$ cat config.mk
export PLATFORM = sky130hd
export DESIGN_NAME = sms32_sbox_sweep
export DESIGN_NICKNAME = d
export VERILOG_FILES = /design/src/rtl/sms32_sbox_sweep.sv
export SDC_FILE = /design/constraint.sdc
export NUM_CORES = 1
export LEC_CHECK = 0
export CORE_MARGIN = 3
export CORE_UTILIZATION = 37
export CTS_BUF_LIST = sky130_fd_sc_hd__clkbuf_8
export CTS_CLUSTER_DIAMETER = 200
export DETAILED_ROUTE_END_ITERATION = 8
export SYNTH_ARGS = -nofsm -noshare
export SYNTH_HDL_FRONTEND = slang
export SYNTH_SLANG_ARGS = --single-unit
$ cat constraint.sdc
create_clock -name clk -period 3 [get_ports clk]
set_input_delay 0.75 -clock clk [delete_from_list [all_inputs] [get_ports clk]]
set_output_delay 0.75 -clock clk [all_outputs]
set_load 0.03 [all_outputs]
$ cat src/rtl/sms32_sbox_sweep.sv
// Sweeps a combinational S-box over all 2^WIDTH inputs, streams (x,y) pairs over valid/ready
// and accumulates bijectivity, fixed-point, collision and XOR-fold statistics.
module sms32_sbox_sweep #(
   parameter int WIDTH = 6
) (
   input  logic             clk,
   input  logic             rst,
   input  logic             start,
   output logic [WIDTH-1:0] sbox_x,
   input  logic [WIDTH-1:0] sbox_y,
   output logic             out_valid,
   input  logic             out_ready,
   output logic [WIDTH-1:0] out_x,
   output logic [WIDTH-1:0] out_y,
   output logic             busy,
   output logic             done,
   output logic             is_perm,
   output logic [WIDTH:0]   fixed_cnt,
   output logic [WIDTH:0]   coll_cnt,
   output logic [WIDTH-1:0] y_xor
);

   localparam int DEPTH = 1 << WIDTH;

   localparam logic [1:0] S_IDLE  = 2'd0;
   localparam logic [1:0] S_SWEEP = 2'd1;
   localparam logic [1:0] S_DRAIN = 2'd2;
   localparam logic [1:0] S_DONE  = 2'd3;

   logic [1:0]       state;
   logic [WIDTH-1:0] index;
   logic [DEPTH-1:0] seen;
   logic             capture;
   logic             last;
   logic             fixed_hit;
   logic             coll_hit;

   // A capture may reuse the output slot in the same cycle it is being drained.
   assign capture   = (state == S_SWEEP) && (!out_valid || out_ready);
   assign last      = (index == {WIDTH{1'b1}});
   assign fixed_hit = (sbox_y == index);
   assign coll_hit  = seen[sbox_y];

   assign sbox_x = index;
   assign busy   = (state == S_SWEEP) || (state == S_DRAIN);
   assign done   = (state == S_DONE);

   always_ff @(posedge clk) begin
      if (rst) begin
         state     <= S_IDLE;
         index     <= '0;
         seen      <= '0;
         out_valid <= 1'b0;
         out_x     <= '0;
         out_y     <= '0;
         is_perm   <= 1'b0;
         fixed_cnt <= '0;
         coll_cnt  <= '0;
         y_xor     <= '0;
      end else begin
         case (state)
            S_IDLE, S_DONE: begin
               if (start) begin
                  state     <= S_SWEEP;
                  index     <= '0;
                  seen      <= '0;
                  is_perm   <= 1'b0;
                  fixed_cnt <= '0;
                  coll_cnt  <= '0;
                  y_xor     <= '0;
               end
            end
            S_SWEEP: begin
               if (capture) begin
                  out_x         <= index;
                  out_y         <= sbox_y;
                  out_valid     <= 1'b1;
                  fixed_cnt     <= fixed_cnt + {{WIDTH{1'b0}}, fixed_hit};
                  coll_cnt      <= coll_cnt + {{WIDTH{1'b0}}, coll_hit};
                  seen[sbox_y]  <= 1'b1;
                  y_xor         <= y_xor ^ sbox_y;
                  // Index wraps to zero after the last entry; it is never reused.
                  index         <= index + WIDTH'(1);
                  if (last) begin
                     state <= S_DRAIN;
                  end
               end
            end
            S_DRAIN: begin
               if (out_valid && out_ready) begin
                  out_valid <= 1'b0;
                  is_perm   <= (coll_cnt == '0);
                  state     <= S_DONE;
               end
            end
            default: state <= S_IDLE;
         endcase
      end
   end

endmodule

## Word level (Yosys, flattened, before mapping)

Index checks and enable logic that the tools add are counted.

| word-level totals | value |
|---|---|
| logic and storage cells | 71 |
| bits of input ports | 10 |
| register bits | 106 |
| output and inout bits | 42 |

| operators by class | value |
|---|---|
| reduce and logical (&&, ||, !) cells | 17 |
| magnitude comparators | 2 |
| bitwise operators | 2 |
| multiplexer cells | 28 |
| add/subtract/negate cells | 3 |
| equality and inequality tests | 9 |

Operator list:

| kind | count |
|---|---|
| two-way mux 64 bit | 2 |
| case mux 64 bit (2 select lines) | 1 |
| OR 64 bit | 1 |
| case mux 7 bit (2 select lines) | 2 |
| case mux 6 bit (2 select lines) | 2 |
| two-way mux 7 bit | 3 |
| two-way mux 6 bit | 3 |
| adder 7 x 1 -> 7 bit | 2 |
| AND reduction 3 bit | 3 |
| two-way mux 2 bit | 4 |
| zero test 7 bit | 1 |
| less-than comparator 6 x 7 -> 1 bit (second input constant) | 1 |
| adder 6 x 1 -> 6 bit (second input constant) | 1 |
| binary-select mux 1 bit (select 6 bit) | 1 |
| demux 1 bit (select 6 bit) | 1 |
| equality test 6 bit | 1 |
| equality test 6 bit (second input constant) | 1 |
| greater-or-equal comparator 6 x 1 -> 1 bit (second input constant) | 1 |
| two-way mux 1 bit | 6 |
| inequality test 2 bit (second input constant) | 3 |
| case mux 2 bit (3 select lines) | 1 |
| nonzero test 2 bit | 3 |
| XOR 6 bit | 1 |
| equality test 2 bit (second input constant) | 2 |
| other kinds (10) | 14 |

## Logic depth before layout (Yosys ltp)

| depth | value |
|---|---|
| depth after elaboration | 7 |
| depth in mapped cells | 13 |
| mapped depth without buffers | 10 |

## Worst setup path after synthesis

Ideal clock, no wire load.

| path | value |
|---|---|
| path type | input port to flip-flop |
| from | input port sbox_y[1] |
| to | register coll_cnt[6] |
| setup time | 0.070 ns |
| stages on the path | 12 |
| required time | 2.930 ns |
| data arrival time | 2.886 ns |
| buffers on the path | 2 |
| setup slack | 0.044 ns |
| cells stage by stage | buf_2 -> buf_2 -> mux2_1 -> a221oi_1 -> a21oi_1 -> o21ai_1 -> nand4_1 -> ha_1 -> ha_1 -> nor4b_2 -> a31o_1 -> a21oi_1 |

| between the ends | value |
|---|---|
| cells in the longest elaborated chain, start to end | 5 |

RTL lines:

| what | line | text |
|---|---|---|
| from (decl) | 10 | `input logic [WIDTH-1:0] sbox_y,` |
| binary-select mux 1 bit (select 6 bit) | 42 | `assign coll_hit = seen[sbox_y];` |
| two-way mux 1 bit (implied by the code) | 42 |  |
| adder 7 x 1 -> 7 bit | 79 | `coll_cnt <= coll_cnt + {{WIDTH{1'b0}}, coll_hit};` |
| two-way mux 7 bit | 74 | `if (capture) begin` |
| case mux 7 bit (2 select lines) | 61 | `case (state)` |
| to (signal assigned) | 79 |  |
| to (decl) | 19 | `output logic [WIDTH:0] coll_cnt,` |

No other way between the ends. The select of a mux whose other input is x is not followed.
A chain may end at the register's enable or synchronous reset.

## Worst setup path in the final report

| path | value |
|---|---|
| from | input port sbox_y[2] |
| to | register coll_cnt[6] |

The elaborated chain is that of the path after synthesis.

==> impl.org <==
** Synth
- In this run the mean area of a mapped cell was around 9.1 µm².
- Number of flops mapped to enable cells by yosys :: 0
- Synth Instances :: 526
- Flops & latches, synth :: between 100 and 150
- Count of distinct cell types in the synthesized netlist :: 52
- Summed instance area of the synthesized netlist :: roughly 4800 µm²
- The Yosys step of the flow raised 0 warnings.
- The most used flip-flop cell after synthesis is dfxtp_1.
- When the netlist entered floorplanning its net count stood at ~550.
- Sequential element share of the synthesized area :: about 44%
- Async set-reset flop share out of synthesis :: 0%

** Finish
- The top cell types in the final layout, fill and taps aside, are dfxtp_1, nor2_1, a21oi_1.
- The multi-input combinational cells in the finished layout cover a total of 2570 µm².
- Final Net Count :: 627
- Commonest non-fill, non-tap cell in the layout :: dfxtp_1
- The post-route netlist has between 20% and 30% of its cells at a drive strength greater than 1.
- Relative to the synthesized area, the layout overhead comes to 28.2%.
- Ant diodes :: 0
- Register Area :: ~2100 µm²
- Count of filler cells inserted in the layout :: around 1200

** Clock network
- Clock Tree Root :: clkbuf_8
- CTS buffer count :: 9
- Number of levels in the clock H-tree :: 3
- Clock tree from TritonCTS :: yes
- Clock latency on the worst-skew pair, taken at its later pin, is 0.37 ns.
- For this design, the sink count on the clock tree is between 100 and 150.
- Buffers inserted to repair hold after CTS numbered 0.
- Clock Path Buffers :: 2
- Clock input transition at the sequential cells of the worst setup and hold paths :: around 0.10 ns

** Setup path
- Slowest cell on crit path :: clkdlybuf4s50_1
- Worst Setup End Kind :: register
- At the worst endpoint, the required time is roughly 3.3 ns.
- The cell family contributing the most delay on the critical path is compound AO/OA/AOI/OAI gates.
- Worst reg2reg path startpoint :: seen[63]$_SDFFE_PP0P_
- Arrival time at the worst endpoint :: ~3.2 ns
- In this design, the critical path's most frequently occurring cell is buf_12.
- Counting both buffers and inverters, the worst setup path holds a total of 3.
- The critical path is of the in2reg type.
- Critical path's largest stage delay :: roughly 0.50 ns
- R2r endpoint :: coll_cnt[6]$_SDFFE_PP0P_
- Worst path cell trace :: clkdlybuf4s50_1 > buf_12 > buf_12 > nand3b_1 > o211ai_1 > a22o_1 > a21oi_2 > nand4_1 > ha_2 > ha_4 > nor4b_4 > a31o_1 > a21oi_1
- Depth of the worst register-to-register path :: 10
- Category of the worst setup path launch point :: input port
- Along the worst path, the maximum fanout reaches 17.
- Minimum setup slack among reg-to-reg paths :: 0.62 ns

** Min path
- The min-delay analysis places its worst path in the category reg2reg.
- Worst hold start :: out_y[0]$_SDFFE_PP0P_
- For hold timing, the worst endpoint is out_y[0]$_SDFFE_PP0P_.
- The worst hold path passes through 2 cells.

** STA
- Setup violations remaining at the end of the flow were counted as 0.
- Fin Hold WS :: 0.458 ns
- The number of endpoints with negative hold slack in the final report came to 0.
- Time the worst path needs with I/O delays and setup :: around 2.9 ns
- The final max-slew violation count came to 0.
- Final critical-path setup slack :: roughly 0.084 ns
- Between clock sinks in the finished design, the worst skew comes to around 0.0086 ns.
- Relative slew margins :: between 60% and 70%
- The final critical path takes up between 90% and 100% of the cycle.
- Worst Tran Pin Value :: between 0.5 and 0.6 ns
- For this run, the top clock speed supported by timing is about 0.34 GHz.

** Power
- Combinational logic is responsible for between 40% and 50% of the overall power.
- Internal power of the cells :: between 2000 and 3000 µW
- VDD IR-drop max :: between 0.2 and 0.3 mV
- Total Power Consumption :: ~4200 µW
- Fraction of power consumed by sequential logic :: a little under two fifths
- Cell leakage power :: about 0.0021 µW
- Power density over the cells :: between 600 and 700 nW/µm²
- Clock Power Share :: between 10% and 20%
- Proportion of total power due to net switching :: roughly two fifths
- For this design the total switching power over the nets is about 1700 µW.

** Global route
- Entering global routing, the biggest net connects 35 pins.
- GRT Residual Overflow :: 0
- The initial antenna violation count came to 0.
- Global routing consumed, over all layers together, 16.8% of the routing resources.
- The via count of the first global-routing pass came to between 3000 and 4000.
- The first global-routing pass estimated ~19000 µm of wire.

** Job
- Count of max-cap constraint violations :: 0

** Floorplan
- Standard cell core area :: between 10000 and 15000 µm²
- Die X-Extent :: between 100 and 150 µm
- The initial utilization of the core area, before any placement, comes to slightly below 40%.
- Std cell rows :: 40
- In this run the count of I/O pins placed on the die edge is 52.
- The die covers 14300 µm².
- Die Y :: 120 µm

** Route
- In the routed layout, each cell is associated on average with a via count of 5.14.
- Count of vias placed by the detailed router :: about 4000
- Dividing the detail-routed wire length by the instance count gives 15.3 µm.
- Overall routed net length :: 11900 µm
- In the routed design, unresolved DRC markers number 0.
- The first detailed-routing pass ran for 4 iterations.
- Count of routing violations after the opening detailed-route iteration :: around 290
- The detail route stage leaves a number of antenna-violating nets equal to 0.

** Place
- Input and output buffers added on the ports amount to 51.
- At the placement stage, the worst setup path has a slack of -0.596 ns.
- Weighted congestion reported at the end of routability-driven placement :: between 0.8 and 0.9
- Detailed placement ended at an HPWL of approximately 8300 µm.

** Run status
- Run status :: finished, final reports clean
-- cells in the mapped netlist (3+ instances only) --
library cell | instances | share of area [%]
nor4_4 | 6 | 2.7
ha_1 | 9 | 2.4
buf_2 | 15 | 1.6
a22oi_1 | 7 | 1.1
mux2i_1 | 12 | 2.5
clkbuf_1 | 19 | 1.5
o21ai_0 | 5 | 0.52
nor3_1 | 3 | 0.31
o21ai_1 | 3 | 0.31
inv_1 | 8 | 0.63
dfxtp_1 | 106 | 44
a21oi_1 | 84 | 8.8
nor4b_2 | 5 | 1.6
nor2b_1 | 4 | 0.52
xnor2_1 | 21 | 3.8
mux4_2 | 6 | 2.8
a31oi_1 | 5 | 0.65
nand2_1 | 29 | 2.3
nand2b_1 | 3 | 0.39
nand3b_1 | 3 | 0.47
nor4_1 | 3 | 0.39
nor2_1 | 91 | 7.1
nor3b_2 | 10 | 2.6
a31o_1 | 3 | 0.55
nand3_1 | 21 | 2.2
nand4_1 | 5 | 0.65
-- cell families after synthesis --
| logic type | after synthesis | synth area share [%] |
|---|---|---|
| adder cells (fa/ha/maj) | 9 | 2.35 |
| AND/OR/NAND/NOR | 199 | 23.9 |
| buffers and inverters | 46 | 4.54 |
| multiplexers | 21 | 6.03 |
| XOR/XNOR | 23 | 4.20 |
| AO/OA/AOI/OAI | 122 | 14.6 |
| flip-flops | 106 | 44.3 |
-- flip-flops by register name, indices dropped and copies added (netlist names) --
| register | count |
|---|---|
| is_perm | 1 |
| out_y | 6 |
| seen | 64 |
| coll_cnt | 7 |
| fixed_cnt | 7 |
| out_x | 6 |
| sbox_x | 6 |
| out_valid | 1 |
| y_xor | 6 |
| state | 2 |
-- tightest hold or removal path, cell delays in order (launching register included) --
cell     delay [ns]
dfxtp_1        0.32
nand2_1        0.05
a21oi_1        0.05
-- metal layers --
metal	part of all wire [%]	track usage, %
met1	48	22.7
met2	46	27.2
met3	4.9	3.39
met4	1.3	4.87
met5	0	0
-- per-stage QoR --
stage | cells | setup TNS, ns | instance area [µm²] | util, %
after global routing | 781 | -0.0564 | 6140 | 49.9
after global placement | 763 | -3.78 | 5820 | 47.3
final | 781 | 0 | 6140 | 49.9
after floorplan | 526 | 0 | 4790 | -
after CTS | 780 | 0 | 6050 | 49.2
after detailed placement | 763 | -3.86 | 5820 | 47.3
-- area by class of cell --
type	count	area share [%]
Clock buffer	10	2.24
Clock inverter	6	0.794
Inverter	9	0.550
Multi-Input combinational cell	374	41.8
Sequential cell	106	34.5
Tap cell	168	3.42
Timing Repair Buffer	108	16.6
-- timing repair --
item                       in CTS  in global routing
pin swaps                       5                  9
setup endpoints to repair       4                  6
gates resized for setup        10                 20
buffers inserted                1                  1
-- how the worst max path moves through the flow --
| stage | from | to | cells past startpoint |
|---|---|---|---|
| 6_report | sbox_y[2] | coll_cnt[6]$_SDFFE_PP0P_ | 13 |
| 5_1_grt | sbox_y[0] | coll_cnt[6]$_SDFFE_PP0P_ | 14 |
| 3_3_place_gp | sbox_y[0] | coll_cnt[6]$_SDFFE_PP0P_ | 11 |
| 2_1_floorplan | sbox_y[1] | coll_cnt[6]$_SDFFE_PP0P_ | 12 |
| 3_5_place_dp | sbox_y[0] | coll_cnt[6]$_SDFFE_PP0P_ | 11 |
| 4_1_cts | sbox_y[1] | coll_cnt[6]$_SDFFE_PP0P_ | 12 |
-- power by group through the flow --
stage	registers (µW)	logic, µW	clock network (µW)
finish	1580	1790	835
global route	1590	1940	911
CTS	1580	1780	864
detailed placement	1610	1760	0
global placement	1610	1740	0
floorplan	1730	1080	0
Note: power is estimated with default switching activity, not from simulation.
